`src/rtl/dma_addr_gen_mc.sv`:
```
// -----------------------------------------------------------------------------
// dma_addr_gen_mc
//
// Multi-channel DMA address generator. Each of NCH channels owns an address
// register (AR), a word-count register (WCR), an address counter (AC), a word
// counter (WC), a 4-bit control register (CR), an enable bit (EN) and a done
// flag. One instruction port programs and reads back channels. One step port
// requests a transfer step on a channel; an accepted step is acknowledged one
// cycle later together with the address that was issued.
//
// CR[1:0] terminal mode : 00 WC down to 0, 01 WC up to WCR,
//                         10 AC reaches WCR, 11 free-run
// CR[2]                 : 0 AC increments, 1 AC decrements
// CR[3]                 : auto-reinitialise on terminal count
//
// Ports
//   clk        rising-edge clock
//   rst        asynchronous reset, active high
//   instr_vld  execute instr on channel ch_sel this cycle
//   instr      instruction code (see instr_e)
//   ch_sel     channel targeted by instr
//   din        instruction data
//   dout       readback data (holds between reads)
//   dout_vld   one-cycle pulse after a read instruction
//   cnt_en     request one transfer step on cnt_ch
//   cnt_ch     channel to step
//   cnt_ack    one-cycle pulse: step accepted
//   addr       address issued by the accepted step (AC before the step)
//   aco        address counter wrapped on the accepted step
//   wco        word counter carry/borrow on the accepted step
//   done       per-channel terminal-count level
//   done_pls   pulse with cnt_ack when the step hit terminal count
//
// All outputs are registered; there is no combinational input-to-output path.
// -----------------------------------------------------------------------------
module dma_addr_gen_mc #(
  parameter  int W   = 16,
  parameter  int NCH = 4,
  localparam int CHW = $clog2(NCH)
) (
  input  logic           clk,
  input  logic           rst,
  input  logic           instr_vld,
  input  logic [2:0]     instr,
  input  logic [CHW-1:0] ch_sel,
  input  logic [W-1:0]   din,
  output logic [W-1:0]   dout,
  output logic           dout_vld,
  input  logic           cnt_en,
  input  logic [CHW-1:0] cnt_ch,
  output logic           cnt_ack,
  output logic [W-1:0]   addr,
  output logic           aco,
  output logic           wco,
  output logic [NCH-1:0] done,
  output logic           done_pls
);

  typedef enum logic [2:0] {
    I_WR_CR  = 3'd0,
    I_RD_CR  = 3'd1,
    I_RD_WC  = 3'd2,
    I_RD_AC  = 3'd3,
    I_REINIT = 3'd4,
    I_LD_AR  = 3'd5,
    I_LD_WCR = 3'd6,
    I_ENABLE = 3'd7
  } instr_e;

  typedef enum logic [1:0] {
    M_WC_DOWN  = 2'b00,
    M_WC_UP    = 2'b01,
    M_ADDR_CMP = 2'b10,
    M_FREE_RUN = 2'b11
  } mode_e;

  // Per-channel state
  logic [W-1:0]   ar  [NCH];
  logic [W-1:0]   wcr [NCH];
  logic [W-1:0]   ac  [NCH];
  logic [W-1:0]   wc  [NCH];
  logic [3:0]     cr  [NCH];
  logic [NCH-1:0] en;

  // Step datapath for the channel selected by cnt_ch
  logic [W-1:0] ac_cur, wc_cur, wcr_cur, ar_cur;
  logic [W-1:0] ac_step, wc_step, wc_reload;
  logic [3:0]   cr_cur;
  mode_e        mode_cur;
  logic         step_ok, aco_n, wco_n, term;
  instr_e       op;

  assign op = instr_e'(instr);

  // NOTE: every signal gets a default at the top of the always_comb so no
  // path leaves it unassigned; that is what keeps this block latch-free.
  always_comb begin
    ac_cur    = ac[cnt_ch];
    wc_cur    = wc[cnt_ch];
    wcr_cur   = wcr[cnt_ch];
    ar_cur    = ar[cnt_ch];
    cr_cur    = cr[cnt_ch];
    mode_cur  = mode_e'(cr_cur[1:0]);
    ac_step   = ac_cur;
    wc_step   = wc_cur;
    aco_n     = 1'b0;
    wco_n     = 1'b0;
    term      = 1'b0;
    wc_reload = '0;

    // A same-cycle instruction on the stepping channel takes priority.
    step_ok = cnt_en && en[cnt_ch] && !done[cnt_ch] &&
              !(instr_vld && (ch_sel == cnt_ch));

    if (cr_cur[2]) begin
      ac_step = ac_cur - W'(1);
      aco_n   = (ac_cur == '0);
    end else begin
      ac_step = ac_cur + W'(1);
      aco_n   = &ac_cur;
    end

    if (mode_cur == M_WC_DOWN) begin
      wc_step   = wc_cur - W'(1);
      // Borrow flags both reaching zero and wrapping below it.
      wco_n     = (wc_cur == W'(1)) || (wc_cur == '0);
      wc_reload = wcr_cur;
    end else begin
      wc_step   = wc_cur + W'(1);
      wco_n     = &wc_cur;
    end

    // Terminal decision is taken on the post-step counter values.
    unique case (mode_cur)
      M_WC_DOWN:  term = (wc_step == '0);
      M_WC_UP:    term = (wc_step == wcr_cur);
      M_ADDR_CMP: term = (ac_step == wcr_cur);
      default:    term = 1'b0;
    endcase
  end

  // NOTE: sequential state uses non-blocking assignments only, so every
  // register samples the pre-edge values regardless of statement order.
  always_ff @(posedge clk or posedge rst) begin
    if (rst) begin
      // NOTE: the per-channel arrays are small register files that must read
      // as zero straight out of reset, so they are reset explicitly rather
      // than left uninitialised like a RAM would be.
      for (int i = 0; i < NCH; i++) begin
        ar[i]  <= '0;
        wcr[i] <= '0;
        ac[i]  <= '0;
        wc[i]  <= '0;
        cr[i]  <= '0;
      end
      en       <= '0;
      done     <= '0;
      dout     <= '0;
      dout_vld <= 1'b0;
      cnt_ack  <= 1'b0;
      addr     <= '0;
      aco      <= 1'b0;
      wco      <= 1'b0;
      done_pls <= 1'b0;
    end else begin
      cnt_ack  <= step_ok;
      aco      <= 1'b0;
      wco      <= 1'b0;
      done_pls <= 1'b0;
      dout_vld <= 1'b0;

      // Step update. When a step is accepted any instruction this cycle
      // targets a different channel, so the two never write the same entry.
      if (step_ok) begin
        addr     <= ac_cur;
        aco      <= aco_n;
        wco      <= wco_n;
        done_pls <= term;
        if (term && cr_cur[3]) begin
          ac[cnt_ch] <= ar_cur;
          wc[cnt_ch] <= wc_reload;
        end else begin
          ac[cnt_ch] <= ac_step;
          wc[cnt_ch] <= wc_step;
          if (term) done[cnt_ch] <= 1'b1;
        end
      end

      if (instr_vld) begin
        unique case (op)
          I_WR_CR: begin
            cr[ch_sel]   <= din[3:0];
            en[ch_sel]   <= 1'b0;
            done[ch_sel] <= 1'b0;
          end
          I_RD_CR: begin
            dout     <= {{(W-4){1'b0}}, cr[ch_sel]};
            dout_vld <= 1'b1;
          end
          I_RD_WC: begin
            dout     <= wc[ch_sel];
            dout_vld <= 1'b1;
          end
          I_RD_AC: begin
            dout     <= ac[ch_sel];
            dout_vld <= 1'b1;
          end
          I_REINIT: begin
            ac[ch_sel]   <= ar[ch_sel];
            wc[ch_sel]   <= (cr[ch_sel][1:0] == M_WC_DOWN) ? wcr[ch_sel] : '0;
            done[ch_sel] <= 1'b0;
          end
          I_LD_AR: begin
            ar[ch_sel] <= din;
            ac[ch_sel] <= din;
          end
          I_LD_WCR: begin
            wcr[ch_sel] <= din;
            wc[ch_sel]  <= (cr[ch_sel][1:0] == M_WC_DOWN) ? din : '0;
          end
          I_ENABLE: begin
            en[ch_sel]   <= din[0];
            done[ch_sel] <= 1'b0;
          end
          default: ;
        endcase
      end
    end
  end

endmodule

```
`config.mk`:
```
export PLATFORM = sky130hd
export DESIGN_NAME = dma_addr_gen_mc
export DESIGN_NICKNAME = d
export VERILOG_FILES = /design/src/rtl/dma_addr_gen_mc.sv
export SDC_FILE = /design/constraint.sdc
export NUM_CORES = 1
export LEC_CHECK = 0
export BUFFER_PORTS_ARGS = -buffer_cell sky130_fd_sc_hd__buf_2
export CORE_MARGIN = 2
export CORE_UTILIZATION = 50
export CTS_BUF_LIST = sky130_fd_sc_hd__clkbuf_8
export DETAILED_ROUTE_END_ITERATION = 16
export GPL_TIMING_DRIVEN = 0
export PLACE_DENSITY = 0.68
export RECOVER_POWER = 100
export SYNTH_ARGS = -nofsm -noshare
export SYNTH_HDL_FRONTEND = slang
export SYNTH_SLANG_ARGS = --single-unit
export TNS_END_PERCENT = 10
```
`constraint.sdc`:
```
create_clock -name clk -period 24.1 [get_ports clk]
set_input_delay 1.205 -clock clk [delete_from_list [all_inputs] [get_ports clk]]
set_output_delay 1.205 -clock clk [all_outputs]
set_load 0.01 [all_outputs]
```
==> flow_summary.ini <==
[yosys]
postSynthNetCount = 2190
synth-edff-count = 0
synth.yosys.warnings = 0
synthFlopType = sky130_fd_sc_hd__dfrtp_1
count_of_different_cell_masters_after_synthesis = 93
postSynthCellCount = 2142
postSynth.asyncResetShare = 1.00
postSynthAreaPerCell_um2 = 9.93
post_synthesis_instance_area_um2 = 21300
yosys_register_bits = 317
synth_seq_area_share = 0.373

[clock_tree]
cts_resized = 0
worst_skew_pair.late_latency_ns = 0.71
clk_pin_slew_worst_paths_ns = 0.05
cts_made_buffers = 57
post_cts_buffers = 0
cts_hold_buf = 0
ctsHtreeMaxLevel = 2
cts_tree = built
clock_sink_count = 317
max-clock-path-buffers = 3
ctsRootBufferMaster = sky130_fd_sc_hd__clkbuf_8

[place]
hpwlAfterDp_um = 70700
gpl.final_weighted_congestion = 1.02
io_buffer_count = 57

[die]
floorplan.io_pins = 68
initial_core_util = 0.507
die_width_um = 210
fp.dieArea_um2 = 44200
design.core.area_um2 = 41900
die_height_um = 210
row_count = 75

[min_path]
min_path_cells = 2
min_from = dout[4]$_DFFE_PP0P_
holdCritPathClass = flip-flop to flip-flop
holdPathEnd = dout[4]$_DFFE_PP0P_

[timing]
timing.final.crit_period_ns = 14.28
finalHoldViolCount = 0
clock_skew_ns = 0.0560
clock.fmax_mhz = 70.0
rsz0062_at_grt = no
worst_slew_pin_slew_ns = 6.38
timing_max_transition_violations_final = 309
finalSetupTns_ns = 0
setup_violations = 0
finalCritPeriodShare = 0.593
max-slew-margin-rel = -3.25

[critical_path]
cp-start-kind = input pin
critical_path_rt_ns = 23.90
critical_path.endpoint_type = asynchronous set/reset pin
critical_path.reg2reg.endpoint = ac[39]$_DFF_PP0_
worstRegToRegCells = 16
critPathMaxFanout = 121
reg_to_reg_setup_timing_slack_ns = 16.79
worst_ep_arrival_time_ns = 14.09
critical_path_start_end_classification = input pin to asynchronous set/reset pin
crit-reg2reg-launch = cr[4]$_DFFE_PP0P_

[final_layout]
drive_gt1_frac = 0.175
multiInputGateArea_um2 = 12400
fillerInstances = 3807
layout-area-overhead-vs-synth_pct = 9.41
seqCellArea_um2 = 7930
nNetsFinal = 2309
antennaDiodeCount = 0

[power_and_ir_drop]
p_total_mw = 2.10
power.static_leakage_nw = 9.52
peakVddDrop_uv = 54.8
power_per_cell_area_nw_per_um2 = 90.2

[routing]
drt_iter0_markers = 3168
drc_errors = 0
drtAntennaViolNets = 0
via_count = 20100
drt_first_pass_iters = 7
via_cell_ratio = 7.09
avgRoutedWirePerCell_um = 33.6
route.final.wire_length_um = 95300

[global_route]
globalRouteMet2Util = 0.616
grtUsageTotal = 0.432
grt.met1_usage = 0.575
antenna_found_initial = 4
first_global_vias = 19200
grt_pass1_wl_um = 136000
top_usage_layer = met2
grtUsageMet3 = 0.147
maximum_number_of_pins_on_one_net_before_global_route_repair = 122
overflow = 0

[run_status]
outcome = finished, violations left
violations = capacitance limit, slew limit

[run]
maxCapViolCount = 4
final cells by class:
type,instances,share of cell area
buffer,189,0.0325
clock buffer,67,0.0396
clock inverter,33,0.0106
inverter,17,0.00280
multi-input combinational,1619,0.534
sequential,317,0.341
tap,539,0.0290
timing repair buffer,60,0.0105
metrics by stage:
stage	area, um2	util	setup slack, ns	cells	hold slack [ns]
3_3_place_gp	22200	0.530	10.35	2738	0.457
5_1_grt	23300	0.555	7.15	2841	0.512
4_1_cts	23500	0.560	13.99	2841	0.408
3_5_place_dp	22300	0.532	13.33	2741	0.466
2_1_floorplan	21300	-	14.12	2142	0.483
6_report	23300	0.555	9.82	2841	0.473
worst max-delay path by stage:
stage / to / slack [ns] / cells after the start / start
final: wc[25]$_DFF_PP0_ / 9.82 / 5 / rst
after global routing: wc[25]$_DFF_PP0_ / 7.15 / 5 / rst
after CTS: wc[43]$_DFF_PP0_ / 13.99 / 24 / cnt_ch[1]
after detailed placement: wc[43]$_DFF_PP0_ / 13.33 / 24 / cnt_ch[1]
after global placement: dout[12]$_DFFE_PP0P_ / 10.35 / 2 / rst
after floorplan: ac[0]$_DFF_PP0_ / 14.12 / 1 / rst
cells in the final DEF (no fill, tap or decap), types with 9 or more instances in the layout:
| cell type | count |
|---|---|
| sky130_fd_sc_hd__nor4_1 | 11 |
| sky130_fd_sc_hd__clkinv_2 | 9 |
| sky130_fd_sc_hd__o31ai_1 | 23 |
| sky130_fd_sc_hd__ha_1 | 20 |
| sky130_fd_sc_hd__a31oi_1 | 25 |
| sky130_fd_sc_hd__xnor2_1 | 28 |
| sky130_fd_sc_hd__o21ai_0 | 217 |
| sky130_fd_sc_hd__o21bai_1 | 11 |
| sky130_fd_sc_hd__nand2_1 | 197 |
| sky130_fd_sc_hd__nor2_1 | 139 |
| sky130_fd_sc_hd__o21a_1 | 9 |
| sky130_fd_sc_hd__mux4_2 | 106 |
| sky130_fd_sc_hd__clkbuf_1 | 208 |
| sky130_fd_sc_hd__mux2i_1 | 60 |
| sky130_fd_sc_hd__nand4_1 | 18 |
| sky130_fd_sc_hd__and2_0 | 16 |
| sky130_fd_sc_hd__nand2b_1 | 15 |
| sky130_fd_sc_hd__a22oi_1 | 33 |
| sky130_fd_sc_hd__buf_2 | 22 |
| sky130_fd_sc_hd__nor2b_1 | 28 |
| sky130_fd_sc_hd__and2_1 | 13 |
| sky130_fd_sc_hd__a211oi_1 | 25 |
| sky130_fd_sc_hd__clkbuf_8 | 67 |
| sky130_fd_sc_hd__a21oi_1 | 161 |
| sky130_fd_sc_hd__buf_1 | 11 |
| sky130_fd_sc_hd__nand3_1 | 47 |
| sky130_fd_sc_hd__a32oi_1 | 10 |
| sky130_fd_sc_hd__nor3_1 | 26 |
| sky130_fd_sc_hd__o22ai_1 | 20 |
| sky130_fd_sc_hd__o211ai_1 | 30 |
| sky130_fd_sc_hd__inv_1 | 34 |
| sky130_fd_sc_hd__xor2_1 | 25 |
| sky130_fd_sc_hd__mux2_2 | 163 |
| sky130_fd_sc_hd__a2bb2oi_1 | 10 |
| sky130_fd_sc_hd__o32ai_1 | 9 |
| sky130_fd_sc_hd__dfrtp_1 | 317 |
sequential cells by signal, summed over array words and instances, names as in the netlist, 4 cells and up:
name  cells
ac       64
addr     16
ar       64
cr       16
done      4
dout     16
en        4
wc       64
wcr      64
logic make-up after synthesis:
logic type	synth area share
compound gates	0.188
xor+xnor	0.0294
fa+ha+maj	0.0127
buf+inv	0.0406
flops	0.373
mux	0.232
simple gates	0.125
report_power, final:
part           switching, mW  internal (mW)  leakage (nW)  total [mW]
clock                  0.256          0.286         0.675       0.542
combinational          0.510          0.309          4.74       0.819
sequential            0.0923          0.644          4.10       0.736
routing by layer:
layer  part of all wire  up-vias  wire length (um)
li1                   -     8272                 -
met1               0.38    10000             36500
met2               0.42     1539             39800
met3               0.14      324             12900
met4              0.064        6              6150
met5            0.00038        -                36
cells in the mapped netlist, types with 30 or more instances:
cell                       number  area share
sky130_fd_sc_hd__o21ai_0      207       0.049
sky130_fd_sc_hd__dfrtp_1      317        0.37
sky130_fd_sc_hd__nand2_1      197       0.035
sky130_fd_sc_hd__mux4_2       106        0.11
sky130_fd_sc_hd__nand3_1       47       0.011
sky130_fd_sc_hd__a22oi_1       33       0.012
sky130_fd_sc_hd__o211ai_1      30       0.011
sky130_fd_sc_hd__nor2_1       137       0.024
sky130_fd_sc_hd__clkbuf_1     147       0.026
sky130_fd_sc_hd__a21oi_1      160       0.038
sky130_fd_sc_hd__mux2_2       168       0.089
sky130_fd_sc_hd__mux2i_1       60       0.028
critical path, stage by stage:
cell and delay (ns):
sky130_fd_sc_hd__buf_2 0.10, sky130_fd_sc_hd__clkinvlp_2 0.38, sky130_fd_sc_hd__clkbuf_1 4.32, sky130_fd_sc_hd__clkbuf_1 4.76, sky130_fd_sc_hd__clkbuf_1 3.15
Note: power is estimated with default switching activity, not from simulation.
